### config.mk
export PLATFORM = sky130hd
export DESIGN_NAME = regfile_wr_arbiter
export DESIGN_NICKNAME = d
export VERILOG_FILES = /design/src/rtl/regfile_wr_arbiter.sv
export SDC_FILE = /design/constraint.sdc
export NUM_CORES = 1
export LEC_CHECK = 0
export CAP_MARGIN = 20
export CELL_PAD_IN_SITES_DETAIL_PLACEMENT = 2
export CELL_PAD_IN_SITES_GLOBAL_PLACEMENT = 2
export CORE_MARGIN = 2
export CORE_UTILIZATION = 14
export DETAILED_ROUTE_END_ITERATION = 8
export PLACE_DENSITY = 0.87
export SLEW_MARGIN = 20
export SYNTH_ARGS = -nofsm -noshare
export SYNTH_HDL_FRONTEND = slang
export SYNTH_SLANG_ARGS = --single-unit
### constraint.sdc
create_clock -name clk_i -period 5.9 [get_ports clk_i]
set_clock_uncertainty 0.15 [all_clocks]
set_input_delay 1.77 -clock clk_i [delete_from_list [all_inputs] [get_ports clk_i]]
set_output_delay 1.77 -clock clk_i [all_outputs]
set_load 0.05 [all_outputs]
### src/rtl/regfile_wr_arbiter.sv
// Write-port arbiter for the 32x32 register file: shares the single write port
// between the WB stage and a valid/ready debug writer, and sweeps x1..x(NREG-1)
// to zero after reset or on request.
module regfile_wr_arbiter #(
    parameter int unsigned NREG         = 32,
    parameter int unsigned AW           = 5,
    parameter int unsigned DW           = 32,
    parameter int unsigned STARVE_LIMIT = 4
) (
    input  logic          clk_i,
    input  logic          rst_ni,
    input  logic          init_req_i,
    input  logic          cpu_we_i,
    input  logic [AW-1:0] cpu_wa_i,
    input  logic [DW-1:0] cpu_wd_i,
    input  logic          dbg_valid_i,
    input  logic [AW-1:0] dbg_wa_i,
    input  logic [DW-1:0] dbg_wd_i,
    output logic          dbg_ready_o,
    output logic          rf_we_o,
    output logic [AW-1:0] rf_wa_o,
    output logic [DW-1:0] rf_wd_o,
    output logic          cpu_stall_o,
    output logic          busy_o
);

    typedef enum logic [0:0] {StClear, StIdle} state_e;

    localparam logic [3:0]    Limit    = 4'(STARVE_LIMIT);
    localparam logic [AW-1:0] LastAddr = AW'(NREG - 1);
    localparam logic [AW-1:0] FirstAddr = AW'(1);

    state_e        state_q, state_d;
    logic [AW-1:0] clr_addr_q, clr_addr_d;
    logic [3:0]    starve_cnt_q, starve_cnt_d;

    logic cpu_req;
    logic dbg_grant;

    // A CPU write to x0 is treated as no request at all.
    assign cpu_req = cpu_we_i && (cpu_wa_i != '0);

    // Next-state, arbitration and write-port drive.
    always_comb begin
        state_d      = state_q;
        clr_addr_d   = clr_addr_q;
        starve_cnt_d = starve_cnt_q;
        rf_we_o      = 1'b0;
        rf_wa_o      = '0;
        rf_wd_o      = '0;
        dbg_ready_o  = 1'b0;
        cpu_stall_o  = 1'b0;
        busy_o       = 1'b0;
        dbg_grant    = 1'b0;

        unique case (state_q)
            StClear: begin
                busy_o      = 1'b1;
                cpu_stall_o = 1'b1;
                // Port stays quiet while reset is held even though state is StClear.
                if (rst_ni) begin
                    rf_we_o = 1'b1;
                    rf_wa_o = clr_addr_q;
                end
                if (clr_addr_q == LastAddr) begin
                    state_d    = StIdle;
                    clr_addr_d = FirstAddr;
                end else begin
                    clr_addr_d = clr_addr_q + FirstAddr;
                end
            end
            StIdle: begin
                if (init_req_i) begin
                    state_d = StClear;
                end
                if (dbg_valid_i && (starve_cnt_q == Limit)) begin
                    dbg_grant    = 1'b1;
                    cpu_stall_o  = cpu_we_i;
                    starve_cnt_d = '0;
                end else if (cpu_req) begin
                    rf_we_o = 1'b1;
                    rf_wa_o = cpu_wa_i;
                    rf_wd_o = cpu_wd_i;
                    if (dbg_valid_i) begin
                        starve_cnt_d = (starve_cnt_q == Limit) ? Limit : starve_cnt_q + 4'd1;
                    end else begin
                        starve_cnt_d = '0;
                    end
                end else if (dbg_valid_i) begin
                    dbg_grant    = 1'b1;
                    starve_cnt_d = '0;
                end else begin
                    starve_cnt_d = '0;
                end
                // Debug writes to x0 are acknowledged but never reach the file.
                if (dbg_grant) begin
                    dbg_ready_o = 1'b1;
                    if (dbg_wa_i != '0) begin
                        rf_we_o = 1'b1;
                        rf_wa_o = dbg_wa_i;
                        rf_wd_o = dbg_wd_i;
                    end
                end
            end
            default: begin
                state_d = StClear;
            end
        endcase
    end

    // State, sweep address and starvation counter.
    always_ff @(posedge clk_i or negedge rst_ni) begin
        if (!rst_ni) begin
            state_q      <= StClear;
            clr_addr_q   <= FirstAddr;
            starve_cnt_q <= '0;
        end else begin
            state_q      <= state_d;
            clr_addr_q   <= clr_addr_d;
            starve_cnt_q <= starve_cnt_d;
        end
    end

endmodule

==> results.py, run 1 <==
metrics = {
    "outcome": {
        "status": "finished, final reports clean",
    },
    "worst_setup_path": {
        "r2r-start": "starve_cnt_q[0]$_DFFE_PN0P_",
        "critPathArrivalTime_ns": 3.68,
        "criticalPathCategory": "in2out",
        "cp-end-kind": "output pin",
        "path_max_fanout": 2,
        "critPathLaunchType": "input port",
        "r2r_slack_ns": 4.02,
        "worstPathRequired_ns": 3.98,
        "reg2reg_depth": 7,
        "timing.rr.end": "starve_cnt_q[3]$_DFFE_PN0P_",
    },
    "clock_tree": {
        "cts_setup_buffers": 0,
        "cts.clk_slew.worst_paths_ns": 0.04,
        "root_buffer": "clkbuf_8",
        "clk_latency_ns": 0.24,
        "post_cts_resized": 0,
        "cts_tree": "yes",
        "clkSinkCount": 10,
        "ctsHoldBuffers": 0,
        "cts_made_buffers": 3,
        "cts_buffer_depth": 2,
        "h-tree-depth": 1,
    },
    "layout": {
        "final_cell_area_sq_um": 2820,
        "seqCellArea_sq_um": 251,
        "fill_cells": 777,
        "area_delta_synth_final_pct": 167,
        "final_common_cell": "clkdlybuf4s50_1",
        "post_route_cells_drive_above_1_share_pct": 24.0,
        "nNetsFinal": 317,
        "layoutNonFillerInstCount": 332,
        "antennaDiodeCount": 0,
        "multiInputGateArea_sq_um": 722,
        "final_cell_mix": "clkdlybuf4s50_1, buf_12, a22o_1",
    },
    "logic_synthesis": {
        "synthMuxAreaShare_pct": 3.08,
        "synth_cells": 112,
        "synth-xor-area-share_pct": 0,
        "synth_area_per_cell_sq_um": 9.42,
        "synth-adder-area-share_pct": 4.74,
        "yosysSeqAreaShare_pct": 23.8,
        "synthesis.nets": 195,
        "synth-compound-area-share_pct": 46.1,
        "synth_cell_types": 35,
        "synth_simple_gate_area_share_pct": 13.9,
        "yosys_warnings": 0,
        "synth_top_family_by_area": "compound AO/OA/AOI/OAI gates",
        "ys_ff_latch": 10,
        "synth_area_sq_um": 1050,
    },
    "hold_path": {
        "holdPathEnd": "clr_addr_q[0]$_DFFE_PN1N_",
        "min_path_type": "reg2reg",
        "min_path_cells": 1,
        "worstHoldStart": "clr_addr_q[0]$_DFFE_PN1N_",
    },
    "floorplan": {
        "pin_count": 120,
        "rows": 31,
        "die_area_sq_um": 8240,
        "die_w_um": 90.8,
        "start_util_pct": 14.5,
        "core_region_area_sq_um": 7290,
        "die_h_um": 90.8,
    },
    "job": {
        "drv_cap": 0,
    },
    "timing": {
        "finalHoldViolCount": 0,
        "rsz0062_at_grt": "no",
        "slew_headroom_pct": 62.6,
        "worst_pin_slew_ns": 0.561,
        "period_minus_slack_ns": 5.60,
        "fmax_mhz": 179,
        "setup_violations": 0,
        "setup_tns_ns": 0,
        "min_period_over_period_pct": 94.9,
        "slew_violations": 0,
    },
    "placement": {
        "placed_cells": 328,
        "gp_congestion": 0.739,
        "dpl.hpwl_um": 5090,
        "placed_cell_area_sq_um": 2770,
        "port-buffer-count": 119,
    },
    "routing": {
        "drtIter0Drc": 17,
        "vias_per_cell": 4.47,
        "finalWirelength_um": 5960,
        "vias": 1484,
        "drt_first_pass_iters": 4,
        "wire_per_inst_um": 17.9,
        "drcViolationCount": 0,
        "antenna_left": 0,
    },
    "grt": {
        "grt_pass1_wl_um": 9160,
        "grt_pass1_vias": 1580,
        "grt_antenna_before_repair": 0,
        "grt_max_degree": 34,
        "grt_use_total_pct": 14.0,
        "grt_overflow": 0,
    },
    "power_and_ir_drop": {
        "leakagePower_nw": 1.14,
        "cellPowerDensity_nw_per_um2": 358,
        "peakVddDrop_uv": 147,
    },
}
cell usage after synthesis:
cell | count | area (sq um)
a22o_1 | 37 | 324
dfstp_2 | 1 | 26.3
nor2b_1 | 1 | 6.26
inv_2 | 1 | 3.75
o211ai_1 | 1 | 7.51
or3b_1 | 1 | 8.76
buf_6 | 3 | 33.8
o21ai_1 | 7 | 35.0
and3_1 | 2 | 12.5
a21boi_4 | 1 | 18.8
buf_4 | 3 | 22.5
nor3_1 | 1 | 5.00
buf_1 | 1 | 3.75
mux2_1 | 2 | 22.5
a21o_1 | 5 | 37.5
mux2i_1 | 1 | 10.0
or4_1 | 1 | 7.51
dfrtp_1 | 9 | 225
a31oi_1 | 1 | 6.26
nor3_2 | 1 | 10.0
a21oi_1 | 2 | 10.0
o22ai_1 | 1 | 6.26
a211oi_2 | 1 | 12.5
o2bb2ai_1 | 1 | 8.76
or2_1 | 1 | 6.26
nand2_1 | 5 | 18.8
inv_1 | 5 | 18.8
nand4_1 | 2 | 12.5
nand3_1 | 2 | 10.0
nor4_4 | 1 | 21.3
ha_1 | 4 | 50.1
buf_2 | 1 | 5.00
and3b_4 | 1 | 12.5
a211oi_4 | 1 | 20.0
nor2_1 | 4 | 15.0
flip-flops by register name (all words and copies together) (netlist names):
signal	cells
state_q	1
starve_cnt_q	4
clr_addr_q	5
per-stage QoR:
| stage | total power, W | utilization, % | hold WS (ns) | setup slack [ns] |
|---|---|---|---|---|
| 2_1_floorplan | 0.000549 | - | 0.305 | 0.365 |
| 3_3_place_gp | 0.000919 | 38.0 | 0.342 | 0.305 |
| 3_5_place_dp | 0.000942 | 38.0 | 0.357 | 0.275 |
| 4_1_cts | 0.00102 | 38.6 | 0.364 | 0.269 |
| 5_1_grt | 0.00106 | 38.6 | 0.376 | 0.172 |
| 6_report | 0.00101 | 38.6 | 0.364 | 0.302 |
logic make-up (layout without fill, tap and decap cells):
family / Yosys count / in the layout
fa+ha+maj: 4 / 4
flops: 10 / 10
compound gates: 58 / 58
mux: 3 / 3
buf+inv: 14 / 135
simple gates: 23 / 23
routing by layer:
layer  track usage, %  share of wire, %  vias to the layer above
met3             3.01               6.6                        4
met2             25.4                51                       72
met5                0                 0                        -
met4             3.41              0.65                        0
met1             16.8                42                      719
li1                 -                 -                      689
power breakdown:
part	internal (W)	total (W)	switching, W
clock network	0.0000473	0.0000746	0.0000273
registers	0.000104	0.000154	0.0000501
logic	0.000377	0.000780	0.000403
area by class of cell:
cell class / count / share of cell area [%]
Clock buffer: 4 / 1.60
Tap cell: 99 / 4.40
Multi-Input combinational cell: 88 / 25.6
Inverter: 6 / 0.800
Timing Repair Buffer: 125 / 58.6
Sequential cell: 10 / 8.93
critical path: stages:
cell,delay (ns)
clkdlybuf4s50_1,0.43
or4_1,0.54
o21ai_1,0.25
or2_1,0.13
or3b_1,0.39
buf_12,0.17
how the worst max path moves through the flow:
stage / start / end / slack, ns / cells after the start
2_1_floorplan: cpu_wa_i[1] / rf_wa_o[0] / 0.37 / 4
3_3_place_gp: dbg_wa_i[0] / rf_we_o / 0.30 / 6
3_5_place_dp: dbg_wa_i[0] / rf_we_o / 0.28 / 6
4_1_cts: dbg_wa_i[0] / rf_we_o / 0.27 / 6
5_1_grt: dbg_wa_i[0] / rf_we_o / 0.17 / 6
6_report: dbg_wa_i[0] / rf_we_o / 0.30 / 6
Note: power is estimated with default switching activity, not from simulation.
==> inputs of run 2 (changes only) <==
--- a/config.mk
+++ b/config.mk
@@ -5,13 +5,14 @@
 export SDC_FILE = /design/constraint.sdc
 export NUM_CORES = 1
 export LEC_CHECK = 0
+export ABC_AREA = 1
 export CAP_MARGIN = 20
 export CELL_PAD_IN_SITES_DETAIL_PLACEMENT = 2
 export CELL_PAD_IN_SITES_GLOBAL_PLACEMENT = 2
 export CORE_MARGIN = 2
 export CORE_UTILIZATION = 14
 export DETAILED_ROUTE_END_ITERATION = 8
-export PLACE_DENSITY = 0.87
+export PLACE_DENSITY = 0.84
 export SLEW_MARGIN = 20
 export SYNTH_ARGS = -nofsm -noshare
 export SYNTH_HDL_FRONTEND = slang
==> results.py, run 2 <==
metrics = {
    "outcome": {
        "status": "finished, final reports clean",
    },
    "timing": {
        "setup_tns_ns": 0,
        "period_minus_slack_ns": 5.58,
        "rsz0062_at_grt": "no",
        "slew_headroom_pct": 53.3,
        "worst_pin_slew_ns": 0.700,
        "setup_ws_ns": 0.319,
        "min_period_over_period_pct": 94.6,
        "setup_violations": 0,
        "fmax_mhz": 179,
        "finalHoldViolCount": 0,
        "slew_violations": 0,
    },
    "logic_synthesis": {
        "yosys_warnings": 0,
        "synthArstFlopShare_pct": 100,
        "synth_area_per_cell_sq_um": 6.04,
        "yosysSeqAreaShare_pct": 19.1,
        "synthesis.nets": 301,
        "synthTopCellsByCount": "nand2_1, a21oi_1, nand4_1",
        "yosys.area.top_type": "nand2_1",
        "synth_edf_count": 0,
        "ys_ff_latch": 10,
        "yosys_most_used_dff": "dfrtp_1",
        "synth_cell_types": 22,
        "synth_area_sq_um": 1320,
        "yosys.area.top_type_share_pct": 18.8,
        "synthMostInstantiatedCell": "nand2_1",
        "synth.area.top_cells": "nand2_1, dfrtp_1, nand4_1",
        "synth_cells": 218,
    },
    "grt": {
        "grt_pass1_vias": 2284,
        "grt_overflow": 0,
        "grt_pass1_wl_um": 11700,
        "grt_use_total_pct": 14.2,
        "grt_antenna_before_repair": 0,
        "grt_max_degree": 40,
    },
    "worst_setup_path": {
        "crit_chain": "clkdlybuf4s50_1, inv_1, nand3_2, nand3_4, inv_4, nand2_1, a21oi_1, buf_12",
        "cp-end-kind": "output pin",
        "criticalPathCategory": "in2out",
        "crit_path_top_delay_cell": "clkdlybuf4s50_1",
        "path_max_fanout": 37,
        "worstPathRequired_ns": 3.98,
        "cpPeakStageDelay_ns": 0.53,
        "critPathLaunchType": "input port",
        "critPathArrivalTime_ns": 3.66,
    },
    "placement": {
        "dp_slack_ns": 0.314,
        "dpl.hpwl_um": 6020,
        "placed_cells": 434,
        "port-buffer-count": 119,
        "gp_congestion": 0.809,
    },
    "clock_tree": {
        "cts_made_buffers": 3,
        "cts_buffer_depth": 2,
        "cts_setup_buffers": 0,
        "post_cts_resized": 0,
        "ctsHoldBuffers": 0,
        "root_buffer": "clkbuf_8",
        "cts_tree": "yes",
        "h-tree-depth": 1,
        "clk_latency_ns": 0.24,
        "cts.clk_slew.worst_paths_ns": 0.05,
        "clkSinkCount": 10,
    },
    "power_and_ir_drop": {
        "switchingPower_w": 0.000416,
        "peakVddDrop_uv": 242,
        "clockPowerShare_pct": 10.3,
        "leakagePower_nw": 1.23,
        "p_int_w": 0.000430,
        "comb_power_share_pct": 73.0,
        "cellPowerDensity_nw_per_um2": 280,
        "switching_share_pct": 49.2,
        "pwr-share-seq_pct": 16.7,
    },
    "routing": {
        "drtIter0Drc": 40,
        "finalWirelength_um": 7480,
        "antenna_left": 0,
        "drcViolationCount": 0,
        "drt_first_pass_iters": 3,
        "vias": 2061,
        "vias_per_cell": 4.71,
        "wire_per_inst_um": 17.1,
    },
    "layout": {
        "nNetsFinal": 411,
        "final_common_cell": "clkdlybuf4s50_1",
        "post_route_cells_drive_above_1_share_pct": 16.5,
        "layoutNonFillerInstCount": 438,
        "antennaDiodeCount": 0,
        "reg.largest.list": "clr_addr_q (5), starve_cnt_q (4), state_q (1)",
        "final_cell_mix": "clkdlybuf4s50_1, nand2_1, buf_12",
        "area_delta_synth_final_pct": 130,
        "regMostFlops": "clr_addr_q",
        "largest_reg_flops": 5,
    },
    "floorplan": {
        "start_util_pct": 14.3,
        "die_w_um": 101,
        "die_h_um": 101,
        "rows": 35,
        "core_region_area_sq_um": 9200,
        "pin_count": 120,
        "die_area_sq_um": 10200,
    },
    "job": {
        "drv_cap": 0,
    },
    "hold_path": {
        "min_path_type": "reg2reg",
    },
}
-- run 2: cell count changes after synthesis, sizes merged, moves of 6 or more --
cell and change:
nand4 +34, nand2 +61, buf +6, a22o -37
a21oi +35, nand3 +17, inv +7
-- run 2: area by class of cell --
class / instances / area, sq um
fill: 1038 / 6170
clock buffer: 4 / 55.1
multi-input combinational: 176 / 902
sequential: 10 / 251
inverter: 13 / 51.3
timing repair buffer: 124 / 1630
tap: 111 / 139
-- run 2: stage by stage --
step | total power, W | util [%] | area, sq um | hold slack (ns)
CTS | 0.000859 | 32.9 | 3030 | 0.372
global route | 0.000903 | 32.9 | 3030 | 0.398
floorplan | 0.000453 | - | 1320 | 0.327
finish | 0.000847 | 32.9 | 3030 | 0.364
global placement | 0.000748 | 32.3 | 2970 | 0.346
detailed placement | 0.000767 | 32.3 | 2970 | 0.357
-- run 2: worst paths after layout --
check,from,endpoint,cells after the start,slack [ns]
worst min-delay path,clr_addr_q[4]$_DFFE_PN0N_,clr_addr_q[4]$_DFFE_PN0N_,2,0.36
worst max-delay path,cpu_wa_i[4],rf_wd_o[22],8,0.32
worst min register to register,clr_addr_q[4]$_DFFE_PN0N_,clr_addr_q[4]$_DFFE_PN0N_,2,0.36
worst max register to register,state_q$_DFF_PN0_,starve_cnt_q[3]$_DFFE_PN0P_,4,3.91
min in group asynchronous,rst_ni,clr_addr_q[1]$_DFFE_PN0N_,2,1.69
max in group asynchronous,rst_ni,clr_addr_q[0]$_DFFE_PN1N_,2,3.69
-- run 2: per-layer routing --
metal | GRT usage, % | routed length (um)
met5 | 0 | 0
met4 | 1.66 | 48
met3 | 2.50 | 424
met2 | 27.6 | 3970
met1 | 16.4 | 3040
-- run 2: critical path: cells and delay by family --
family	cells	cell delay, ns
buffers and inverters	4	1.14
AND/OR/NAND/NOR	3	0.44
AO/OA/AOI/OAI	1	0.29
-- run 2: power by group through the flow --
stage / logic [W] / registers (W) / clock network (W)
floorplan: 0.000331 / 0.000122 / 0
global placement: 0.000608 / 0.000140 / 0
detailed placement: 0.000624 / 0.000143 / 0
CTS: 0.000626 / 0.000142 / 0.0000906
global route: 0.000663 / 0.000147 / 0.0000932
finish: 0.000618 / 0.000141 / 0.0000876
-- run 2: cells by family after synthesis --
logic type / synth area share, %
AOI/OAI and AO/OA: 16.9
xor gates and xnor gates: 0.666
adders and majority gates: 3.80
buffers and inverters: 12.4
DFF: 19.1
and+or+nand+nor: 47.1
